==> src/rtl/data_sram_ctrl_pkg.sv <==
// Shared definitions for the MEM-stage data SRAM controller: state encoding,
// wait-counter width and the idle levels of the active-low SRAM strobes.
package data_sram_ctrl_pkg;
  typedef enum logic [1:0] {
    S_IDLE   = 2'd0,
    S_ACCESS = 2'd1,
    S_DONE   = 2'd2
  } state_t;

  localparam int         CNT_W   = 4;
  localparam logic       STB_OFF = 1'b1;
  localparam logic [3:0] BE_OFF  = 4'hF;
endpackage

==> src/rtl/dsram_wbuf.sv <==
// Single-entry store buffer: holds one posted store (word address, byte
// selects, data) plus a valid flag that stays set until the drain finishes.
module dsram_wbuf #(
  parameter int ADDR_W = 20
) (
  input  logic              clk,
  input  logic              rst,
  input  logic              cap,
  input  logic              clr,
  input  logic [ADDR_W-1:0] addr,
  input  logic [3:0]        sel,
  input  logic [31:0]       data,
  output logic              vld,
  output logic [ADDR_W-1:0] addr_q,
  output logic [3:0]        sel_q,
  output logic [31:0]       data_q
);
  always_ff @(posedge clk or posedge rst) begin
    if (rst) begin
      vld    <= 1'b0;
      addr_q <= '0;
      sel_q  <= '0;
      data_q <= '0;
    end else if (cap) begin
      vld    <= 1'b1;
      addr_q <= addr;
      sel_q  <= sel;
      data_q <= data;
    end else if (clr) begin
      vld    <= 1'b0;
    end
  end
endmodule

==> src/rtl/data_sram_ctrl.sv <==
// MEM-stage responder driving an asynchronous byte-enabled SRAM with a fixed
// strobe width. Define DSRAM_WBUF_EN to compile in a one-entry posted-store buffer.
module data_sram_ctrl
  import data_sram_ctrl_pkg::*;
#(
  parameter int WAIT_CYCLES = 2,
  parameter int ADDR_W      = 20
) (
  input  logic              clk,
  input  logic              rst,
  input  logic              mem_ce_i,
  input  logic              mem_we_i,
  input  logic [3:0]        mem_sel_i,
  input  logic [31:0]       mem_addr_i,
  input  logic [31:0]       mem_data_i,
  input  logic              stall_i,
  output logic [31:0]       mem_data_o,
  output logic              stall_req_o,
  output logic [ADDR_W-1:0] sram_addr_o,
  output logic [31:0]       sram_data_o,
  input  logic [31:0]       sram_data_i,
  output logic              sram_ce_n_o,
  output logic              sram_oe_n_o,
  output logic              sram_we_n_o,
  output logic [3:0]        sram_be_n_o
);
  localparam logic [CNT_W-1:0] CNT_INIT = CNT_W'(WAIT_CYCLES - 1);

  state_t           state_q, state_d;
  logic [CNT_W-1:0] cnt_q;
  logic [31:0]      rdata_q;
  logic             stall_d, start, finish, wb_vld;
  logic             unused_addr;

  assign unused_addr = ^{mem_addr_i[31:ADDR_W+2], mem_addr_i[1:0]};

`ifdef DSRAM_WBUF_EN
  logic              buf_cap;
  logic [ADDR_W-1:0] wb_addr;
  logic [3:0]        wb_sel;
  logic [31:0]       wb_data;

  dsram_wbuf #(.ADDR_W(ADDR_W)) u_wbuf (
    .clk    (clk),
    .rst    (rst),
    .cap    (buf_cap),
    .clr    (finish),
    .addr   (mem_addr_i[ADDR_W+1:2]),
    .sel    (mem_sel_i),
    .data   (mem_data_i),
    .vld    (wb_vld),
    .addr_q (wb_addr),
    .sel_q  (wb_sel),
    .data_q (wb_data)
  );
`else
  assign wb_vld = 1'b0;
`endif

  always_ff @(posedge clk or posedge rst) begin
    if (rst) state_q <= S_IDLE;
    else     state_q <= state_d;
  end

  always_comb begin
    state_d = state_q;
    stall_d = 1'b0;
    start   = 1'b0;
    finish  = 1'b0;
`ifdef DSRAM_WBUF_EN
    buf_cap = 1'b0;
`endif
    case (state_q)
      S_IDLE: begin
        if (mem_ce_i) begin
`ifdef DSRAM_WBUF_EN
          // posted store: the pipeline never sees a stall for it
          if (mem_we_i) begin
            if (!stall_i) begin
              buf_cap = 1'b1;
              start   = 1'b1;
              state_d = S_ACCESS;
            end
          end else
`endif
          begin
            stall_d = 1'b1;
            start   = 1'b1;
            state_d = S_ACCESS;
          end
        end
      end
      S_ACCESS: begin
        stall_d = 1'b1;
        if (cnt_q == '0) begin
          finish  = 1'b1;
          state_d = wb_vld ? S_IDLE : S_DONE;
        end
      end
      S_DONE: begin
        if (!stall_i) state_d = S_IDLE;
      end
      default: state_d = S_IDLE;
    endcase
  end

  // the combinational request must be quiet while reset is held
  assign stall_req_o = stall_d & ~rst;
  assign mem_data_o  = rdata_q;

  always_ff @(posedge clk or posedge rst) begin
    if (rst) begin
      sram_addr_o <= '0;
      sram_data_o <= '0;
      sram_ce_n_o <= STB_OFF;
      sram_oe_n_o <= STB_OFF;
      sram_we_n_o <= STB_OFF;
      sram_be_n_o <= BE_OFF;
      cnt_q       <= '0;
      rdata_q     <= '0;
    end else if (start) begin
      sram_addr_o <= mem_addr_i[ADDR_W+1:2];
      sram_data_o <= mem_data_i;
      sram_be_n_o <= ~mem_sel_i;
      sram_ce_n_o <= 1'b0;
      sram_oe_n_o <= mem_we_i;
      sram_we_n_o <= ~mem_we_i;
      cnt_q       <= CNT_INIT;
    end else if (finish) begin
      if (!sram_oe_n_o) rdata_q <= sram_data_i;
      sram_ce_n_o <= STB_OFF;
      sram_oe_n_o <= STB_OFF;
      sram_we_n_o <= STB_OFF;
      sram_be_n_o <= BE_OFF;
    end else if (state_q == S_ACCESS) begin
      cnt_q <= cnt_q - 1'b1;
`ifdef DSRAM_WBUF_EN
      if (wb_vld) begin
        sram_addr_o <= wb_addr;
        sram_data_o <= wb_data;
        sram_be_n_o <= ~wb_sel;
      end
`endif
    end
  end
endmodule

==> config.mk <==
export PLATFORM = sky130hd
export DESIGN_NAME = data_sram_ctrl
export DESIGN_NICKNAME = d
export VERILOG_FILES = /design/src/rtl/data_sram_ctrl_pkg.sv /design/src/rtl/dsram_wbuf.sv /design/src/rtl/data_sram_ctrl.sv
export SDC_FILE = /design/constraint.sdc
export NUM_CORES = 1
export LEC_CHECK = 0
export CAP_MARGIN = 20
export CORE_UTILIZATION = 36
export DETAILED_ROUTE_END_ITERATION = 8
export PLACE_DENSITY = 0.76
export SLEW_MARGIN = 20
export SYNTH_ARGS = -nofsm -noshare
export SYNTH_HDL_FRONTEND = slang
export SYNTH_SLANG_ARGS = --single-unit
export TNS_END_PERCENT = 20
==> constraint.sdc <==
create_clock -name clk -period 2.9 [get_ports clk]
set_input_delay 0.435 -clock clk [delete_from_list [all_inputs] [get_ports clk]]
set_output_delay 0.435 -clock clk [all_outputs]
set_load 0.005 [all_outputs]
# Word level (Yosys, flattened, before mapping)
# Cells that the tools add are included.
[op_classes]
eq_ne = 6
n_reduce_logical = 7
n_div = 0
n_mux = 18
n_mul = 0
bitwise = 6
shifts = 0
n_lt_le_gt_ge = 0
n_addsub = 1
[ops]
columns = ["op", "count"]
rows = [
  ["4-bit two-way mux", 5],
  ["1-bit two-way mux", 8],
  ["2-bit != test, second input constant", 4],
  ["2-bit two-way mux", 3],
  ["2-bit case mux with 3 select lines", 1],
  ["3-bit AND reduction", 2],
  ["4-bit zero test", 1],
  ["1-bit inverter", 4],
  ["4-bit inverter", 1],
  ["2-bit nonzero test", 2],
  ["4-bit by 1-bit subtractor with 4-bit output, second input constant", 1],
  ["2-bit by 1-bit equality test with 1-bit output, second input constant", 1],
  ["2-bit equality test, second input constant", 1],
  ["2-bit zero test", 1],
  ["1-bit case mux with 2 select lines", 1],
  ["2-bit AND reduction", 1],
  ["1-bit bitwise AND", 1],
]
[word_totals]
wordCells = 47
register_bits = 97
out_inout_bits = 92
ramBits = 0
memories = 0
latchBits = 0
romBits = 0

# Depth between registers and ports, before layout
# Gate-level depths: netlist (run 1).
[depth]
depth_word = 5
ltp_mapped = 7
depth_no_buf = 5

# Worst setup path before layout (run 1)
# Ideal clock, no wire load.
[synth_timing]
kind = "reg2reg"
startpoint = "reg cnt_q[0]"
endpoint = "reg rdata_q[0] (netlist: mem_data_o[0])"
required_time_ps = 2775
setup_slack_ps = 1004
path_stages_with_launch = 8
setup_ps = 125
path_buffers = 2
arrival_ps = 1771
path_cell_list = "dfrtp_1 inv_1 ha_1 nor3b_4 or3b_1 buf_6 buf_12 mux2_4"
[synth_between]
elab_chain_cells = 4
[synth_rtl]
columns = ["element", "line", "source"]
rows = [
  ["start, declared", "data_sram_ctrl.sv:30", "logic [CNT_W-1:0] cnt_q;"],
  ["start signal, assigned", "data_sram_ctrl.sv:136", "cnt_q <= cnt_q - 1'b1;"],
  ["4-bit zero test", "data_sram_ctrl.sv:95", "if (cnt_q == '0) begin"],
  ["1-bit two-way mux", "data_sram_ctrl.sv:95", ""],
  ["1-bit two-way mux", "data_sram_ctrl.sv:73", "case (state_q)"],
  ["3-bit AND reduction (no source line)", "n/a", ""],
  ["end signal, assigned", "data_sram_ctrl.sv:130", "if (!sram_oe_n_o) rdata_q <= sram_data_i;"],
  ["end, declared", "data_sram_ctrl.sv:31", "logic [31:0] rdata_q;"],
]
# No other way between the ends.
# A chain may end at the register's enable or synchronous reset.

# Final worst setup path (run 1)
[layout_timing]
startpoint = "reg cnt_q[0]"
endpoint = "reg rdata_q[2] (netlist: mem_data_o[2])"
# Same word-level chain as after synthesis.

==> out/summary.txt, run 1 <==
Final setup viols = 0
R2R depth = 6
CP endpoint kind = register
minimum clock period = 2.25 ns
skew final = 0.0141 ns
CP Data Arrival Time = 2.48 ns
top post-synthesis cells by area = dfrtp_1 58%, nand2_1 16%, mux2_4 12%, dfstp_2 4.7%, buf_12 1.5%
P_leak = 2.88 nW
hold buffers post-CTS = 0
Post-Synth Simple-Gate Area = 0.191
worst-margin pin slew = 0.627 ns
largest family of logic cells by synthesized area = simple AND/OR/NAND/NOR gates
ratio of cells with drive above 1 in the final layout = 0.118
synth warn = 0
total chip power = 6.13 mW
placed cell count = 652
vias per cell = 4.54
Levels on crit path = 6
post-CTS sizing = 0
DP Area = 0.00587 mm²
sequential fraction of the synthesis area = 0.623
post-synthesis mux area share = 0.126
Worst path top cell family by delay = simple AND/OR/NAND/NOR gates
pwr dens = 1010 mW/mm²
Initial Utilization = 0.375
share of the synthesized area in the top cell type = 0.576
Post-Synth Adder-Cell Area = 0.00320
CTS tree = done
hold path cells = 2
Slew Limit Fails = 0
Cell Area, Synth = 0.00391 mm²
Fin Hold WS = 0.478 ns
Net Sw Frac = 0.296
Worst Path Buf+Inv = 2
#FFs+latches synth = 97
Post-Synth XOR/XNOR Area = 0
worst reg2reg setup slack = 0.65 ns
setup TNS = 0 ns
ANT cells = 0
largest area contributor in the netlist = dfrtp_1
Critical Path Max Stage Delay = 0.47 ns
dpl ws = 0.626 ns
hold crit path type = reg -> reg
Wirelength per Cell = 14.2 µm
fin util = 0.584
Core Region = 0.0104 mm²
Critical R2R Launch = cnt_q[0]$_DFFE_PP0P_
compound-gate portion of the synthesized area = 0.0218
Req. time, crit path = 3.13 ns
full die area = 0.0113 mm²
CTS buffer count = 9
dpl hpwl = 6710 µm
vias in the first global route = 3,131
DR iter-0 viols = 106
Slowest-stage cell, CP = or3b_2
fmax = 444 MHz
Hold Crit Endpoint = sram_addr_o[3]$_DFFE_PP0P_
Vias = 3,034
critical path type = reg -> reg
port bufs = 184
GRT overflow = 0
first-pass GRT wire length = 15,000 µm
CP Max Fanout = 32
antenna violations before repair = 0
nets@finish = 633
crit path launch type = register
share of power burned in combinational logic = 0.449
Synth-to-Final Area Change = 55.7%
fin crit share = 0.776
Cell Chain, Critical Path = inv_1 > ha_1 > nor3b_4 > or3b_2 > buf_4 > mux2_1
CTS sink cnt = 97
worst relative slew slack = 0.582
sequential share of power = 0.395
unrepaired setup endpoints after global routing = false
Clock Root Buffer = clkbuf_8
Post-DRT Antenna Nets = 0
Max H-tree Level = 3
setup bufs post-CTS = 0
Hold Startpoint = sram_addr_o[3]$_DFFE_PP0P_
Pint = 4.31 mW
sw power = 1.81 mW
post-synthesis net count = 450
GR Util All Layers = 0.170
clock-pin slew on the worst setup and hold paths = 0.09 ns
Die X = 106 µm
largest net degree at the start of global routing = 98
Syn Area/Cell = 11.4 µm²
final hold violations = 0
Syn Inst Count = 344
maxcap violations = 0
Clock Power Share = 0.156
DRC = 0
Yosys cell types = 31
Worst-Skew Late Latency = 0.35 ns
Final Instance Area = 0.00608 mm²
final setup margin = 0.649 ns
status = finished clean
clock buffer depth = 2
total wire length = 9510 µm
Post-Layout Cell Count = 668
gp weighted congestion = 0.747
Pre-antenna DRT Iters = 4
VDD IR max = 0.450 mV
# IOs = 197
RR Endpoint = mem_data_o[2]$_DFFE_PP0P_
Die Y = 106 µm
num rows = 37
==> registers in the layout, summed over array words and instances, names as in the netlist <==
signal	count
sram_oe_n_o	1
mem_data_o	32
sram_ce_n_o	1
sram_addr_o	20
sram_we_n_o	1
sram_data_o	32
cnt_q	4
state_q	2
sram_be_n_o	4
==> power by group through the flow <==
stage | combinational, mW | clock [mW] | sequential [mW]
after global routing | 2.99 | 1.05 | 2.51
after floorplan | 1.12 | 0 | 2.46
after detailed placement | 2.78 | 0 | 2.44
final | 2.75 | 0.959 | 2.42
after global placement | 2.72 | 0 | 2.41
after CTS | 2.80 | 0.999 | 2.43
==> cell type report <==
type / instances / area [µm²]
multi-input combinational: 227 / 1340
inverter: 3 / 15.0
timing repair buffer: 189 / 1900
tap: 136 / 170
clock inverter: 6 / 90.1
clock buffer: 10 / 128
fill: 854 / 4330
sequential: 97 / 2440
==> layout by cell type, fill, tap and decap left out, types with 2 or more instances in the layout <==
cell type        count
a2bb2oi_1            5
buf_12               2
buf_4                3
bufinv_16            2
clkbuf_8             9
clkdlybuf4s50_1    184
clkinvlp_4           2
dfrtp_1             90
dfstp_2              7
inv_1                2
mux2_1               2
mux2_4              30
mux2i_1              2
nand2_1            162
nand2b_1             3
nand3_1              2
nor2_1               3
o21ai_0              4
or3b_2               2
==> worst reg2reg max path, delay by kind of cell (launching register included) <==
family / cells / cell delay (ns)
muxes: 1 / 0.40
adders and majority gates: 1 / 0.22
and+or+nand+nor: 2 / 0.71
buffers and inverters: 2 / 0.38
DFF: 1 / 0.42
==> how the worst max path moves through the flow <==
| stage | slack (ns) | end | startpoint |
|---|---|---|---|
| after floorplan | 1.00 | mem_data_o[0]$_DFFE_PP0P_ | cnt_q[0]$_DFFE_PP0P_ |
| after global placement | 0.68 | cnt_q[1]$_DFFE_PP0P_ | mem_ce_i |
| after detailed placement | 0.63 | cnt_q[1]$_DFFE_PP0P_ | mem_ce_i |
| after CTS | 0.64 | mem_data_o[2]$_DFFE_PP0P_ | cnt_q[0]$_DFFE_PP0P_ |
| after global routing | 0.57 | mem_data_o[2]$_DFFE_PP0P_ | cnt_q[0]$_DFFE_PP0P_ |
| final | 0.65 | mem_data_o[2]$_DFFE_PP0P_ | cnt_q[0]$_DFFE_PP0P_ |
==> kinds of logic after synthesis <==
| kind of cell | Yosys count |
|---|---|
| buffers and inverters | 20 |
| AOI/OAI and AO/OA | 12 |
| DFF | 97 |
| adders and majority gates | 1 |
| and+or+nand+nor | 180 |
| muxes | 34 |
==> synth_stat cells (all sizes together) <==
cell and count:
o21ai 4, or3 1, nand4bb 1, or3b 2, nand3b 1, nand2b 3
nand3 2, o21bai 1, dfrtp 90, and2b 1, buf 9, mux2 32
or4 1, clkbuf 8, inv 3, mux2i 2, ha 1, and4bb 1
dfstp 7, nor3b 2, a21oi 1, nand2 162, a2bb2oi 5, nor2 3
o22a 1
==> per-layer routing <==
| layer | vias to the layer above | wire length (µm) | global-route usage |
|---|---|---|---|
| met1 | 1429 | 4040 | 0.206 |
| met3 | 13 | 803 | 0.0589 |
| met5 | - | 0 | 0 |
| li1 | 1460 | - | - |
| met2 | 132 | 4510 | 0.285 |
| met4 | 0 | 152 | 0.0526 |
Power figures use the tool's default switching activity.
==> inputs of run 2 (changes only) <==
--- a/config.mk
+++ b/config.mk
@@ -6,9 +6,9 @@
 export NUM_CORES = 1
 export LEC_CHECK = 0
 export CAP_MARGIN = 20
-export CORE_UTILIZATION = 36
+export CORE_UTILIZATION = 40
 export DETAILED_ROUTE_END_ITERATION = 8
-export PLACE_DENSITY = 0.76
+export PLACE_DENSITY = 0.8
 export SLEW_MARGIN = 20
 export SYNTH_ARGS = -nofsm -noshare
 export SYNTH_HDL_FRONTEND = slang
==> constraint.sdc (replaced) <==
create_clock -name clk -period 2.35 [get_ports clk]
set_input_delay 0.3525 -clock clk [delete_from_list [all_inputs] [get_ports clk]]
set_output_delay 0.3525 -clock clk [all_outputs]
set_load 0.005 [all_outputs]
==> out/summary.txt, run 2 (same netlist as run 1, synthesis figures left out) <==
setup bufs post-CTS = 0
Slowest-stage cell, CP = or3b_2
CP Data Arrival Time = 2.34 ns
Pre-antenna DRT Iters = 4
Final setup viols = 0
Clock Root Buffer = clkbuf_8
P_leak = 2.88 nW
fillers = 760
ratio of cells with drive above 1 in the final layout = 0.117
Vias = 3,005
fmax = 474 MHz
most frequent cells in the layout = 184 x clkdlybuf4s50_1, 162 x nand2_1, 90 x dfrtp_1
Worst-Skew Late Latency = 0.35 ns
Critical R2R Launch = cnt_q[0]$_DFFE_PP0P_
fin crit share = 0.899
gp weighted congestion = 0.726
R2R depth = 6
Synth-to-Final Area Change = 55.2%
worst relative slew slack = 0.569
GRT overflow = 0
Req. time, crit path = 2.58 ns
placed cell count = 645
clock buffer depth = 2
Die Y = 101 µm
clock-pin slew on the worst setup and hold paths = 0.08 ns
DR iter-0 viols = 99
total wire length = 9460 µm
skew final = 0.0166 ns
final setup margin = 0.238 ns
ANT cells = 0
fin util = 0.647
hold buffers post-CTS = 0
Hold Startpoint = sram_data_o[16]$_DFFE_PP0P_
Core Region = 0.00937 mm²
CTS tree = done
Wirelength per Cell = 14.3 µm
hold path cells = 2
CTS buffer count = 9
first-pass GRT wire length = 15,200 µm
DP Area = 0.00587 mm²
Cell Chain, Critical Path = inv_1 > ha_1 > nor3b_4 > or3b_2 > buf_12 > mux2_1
Final Instance Area = 0.00607 mm²
largest net degree at the start of global routing = 98
setup TNS = 0 ns
hold crit path type = reg -> reg
Fin Hold WS = 0.476 ns
dpl ws = 0.241 ns
dpl hpwl = 6750 µm
crit path launch type = register
CP Max Fanout = 32
CP endpoint kind = register
worst-margin pin slew = 0.646 ns
antenna violations before repair = 0
CTS sink cnt = 97
Initial Utilization = 0.417
worst reg2reg setup slack = 0.24 ns
final hold violations = 0
num rows = 35
pwr dens = 1230 mW/mm²
DRC = 0
status = finished clean
nets@finish = 633
Slew Limit Fails = 0
unrepaired setup endpoints after global routing = false
Die X = 101 µm
vias in the first global route = 3,134
vias per cell = 4.55
VDD IR max = 0.700 mV
GR Util All Layers = 0.193
Post-Layout Cell Count = 661
Hold Crit Endpoint = sram_data_o[16]$_DFFE_PP0P_
most common cell after layout, fill and taps aside = clkdlybuf4s50_1
RR Endpoint = mem_data_o[2]$_DFFE_PP0P_
# IOs = 197
total chip power = 7.47 mW
post-CTS sizing = 0
Post-DRT Antenna Nets = 0
maxcap violations = 0
port bufs = 184
full die area = 0.0102 mm²
critical path type = reg -> reg
Critical Path Max Stage Delay = 0.50 ns
Max H-tree Level = 3
minimum clock period = 2.11 ns
==> run 2: final cells by class <==
type	count	area (µm²)	share of cell area
Sequential cell	97	2440	0.402
Timing Repair Buffer	189	1920	0.316
Multi-Input combinational cell	227	1340	0.221
Tap cell	129	161	0.0266
Clock buffer	12	145	0.0239
Clock inverter	4	51.3	0.00846
Inverter	3	15.0	0.00248
==> run 2: critical path, delay by kind of cell (launching register included) <==
family,cells,cell delay [ns]
buf+inv,2,0.28
simple gates,2,0.76
fa+ha+maj,1,0.21
flops,1,0.41
mux,1,0.33
==> run 2: how the worst max path moves through the flow <==
stage                                    start  depth (start not counted)                   endpoint  slack, ns
after floorplan           cnt_q[0]$_DFFE_PP0P_                          7  mem_data_o[0]$_DFFE_PP0P_       0.45
after global placement    cnt_q[0]$_DFFE_PP0P_                          6  mem_data_o[3]$_DFFE_PP0P_       0.28
after detailed placement  cnt_q[0]$_DFFE_PP0P_                          6  mem_data_o[2]$_DFFE_PP0P_       0.24
after CTS                 cnt_q[0]$_DFFE_PP0P_                          6  mem_data_o[2]$_DFFE_PP0P_       0.23
after global routing      cnt_q[0]$_DFFE_PP0P_                          6  mem_data_o[2]$_DFFE_PP0P_       0.13
final                     cnt_q[0]$_DFFE_PP0P_                          6  mem_data_o[2]$_DFFE_PP0P_       0.24
==> run 2: routing by layer <==
layer | vias up | wire, µm | track usage
li1 | 1457 | - | -
met2 | 115 | 4560 | 0.327
met4 | 0 | 87 | 0.0569
met3 | 9 | 811 | 0.0569
met1 | 1424 | 3990 | 0.240
met5 | - | 0 | 0
==> run 2: power by group <==
part	internal [mW]	switching (mW)	total, mW
logic	2.21	1.18	3.39
registers	2.52	0.493	3.01
clock network	0.525	0.548	1.07
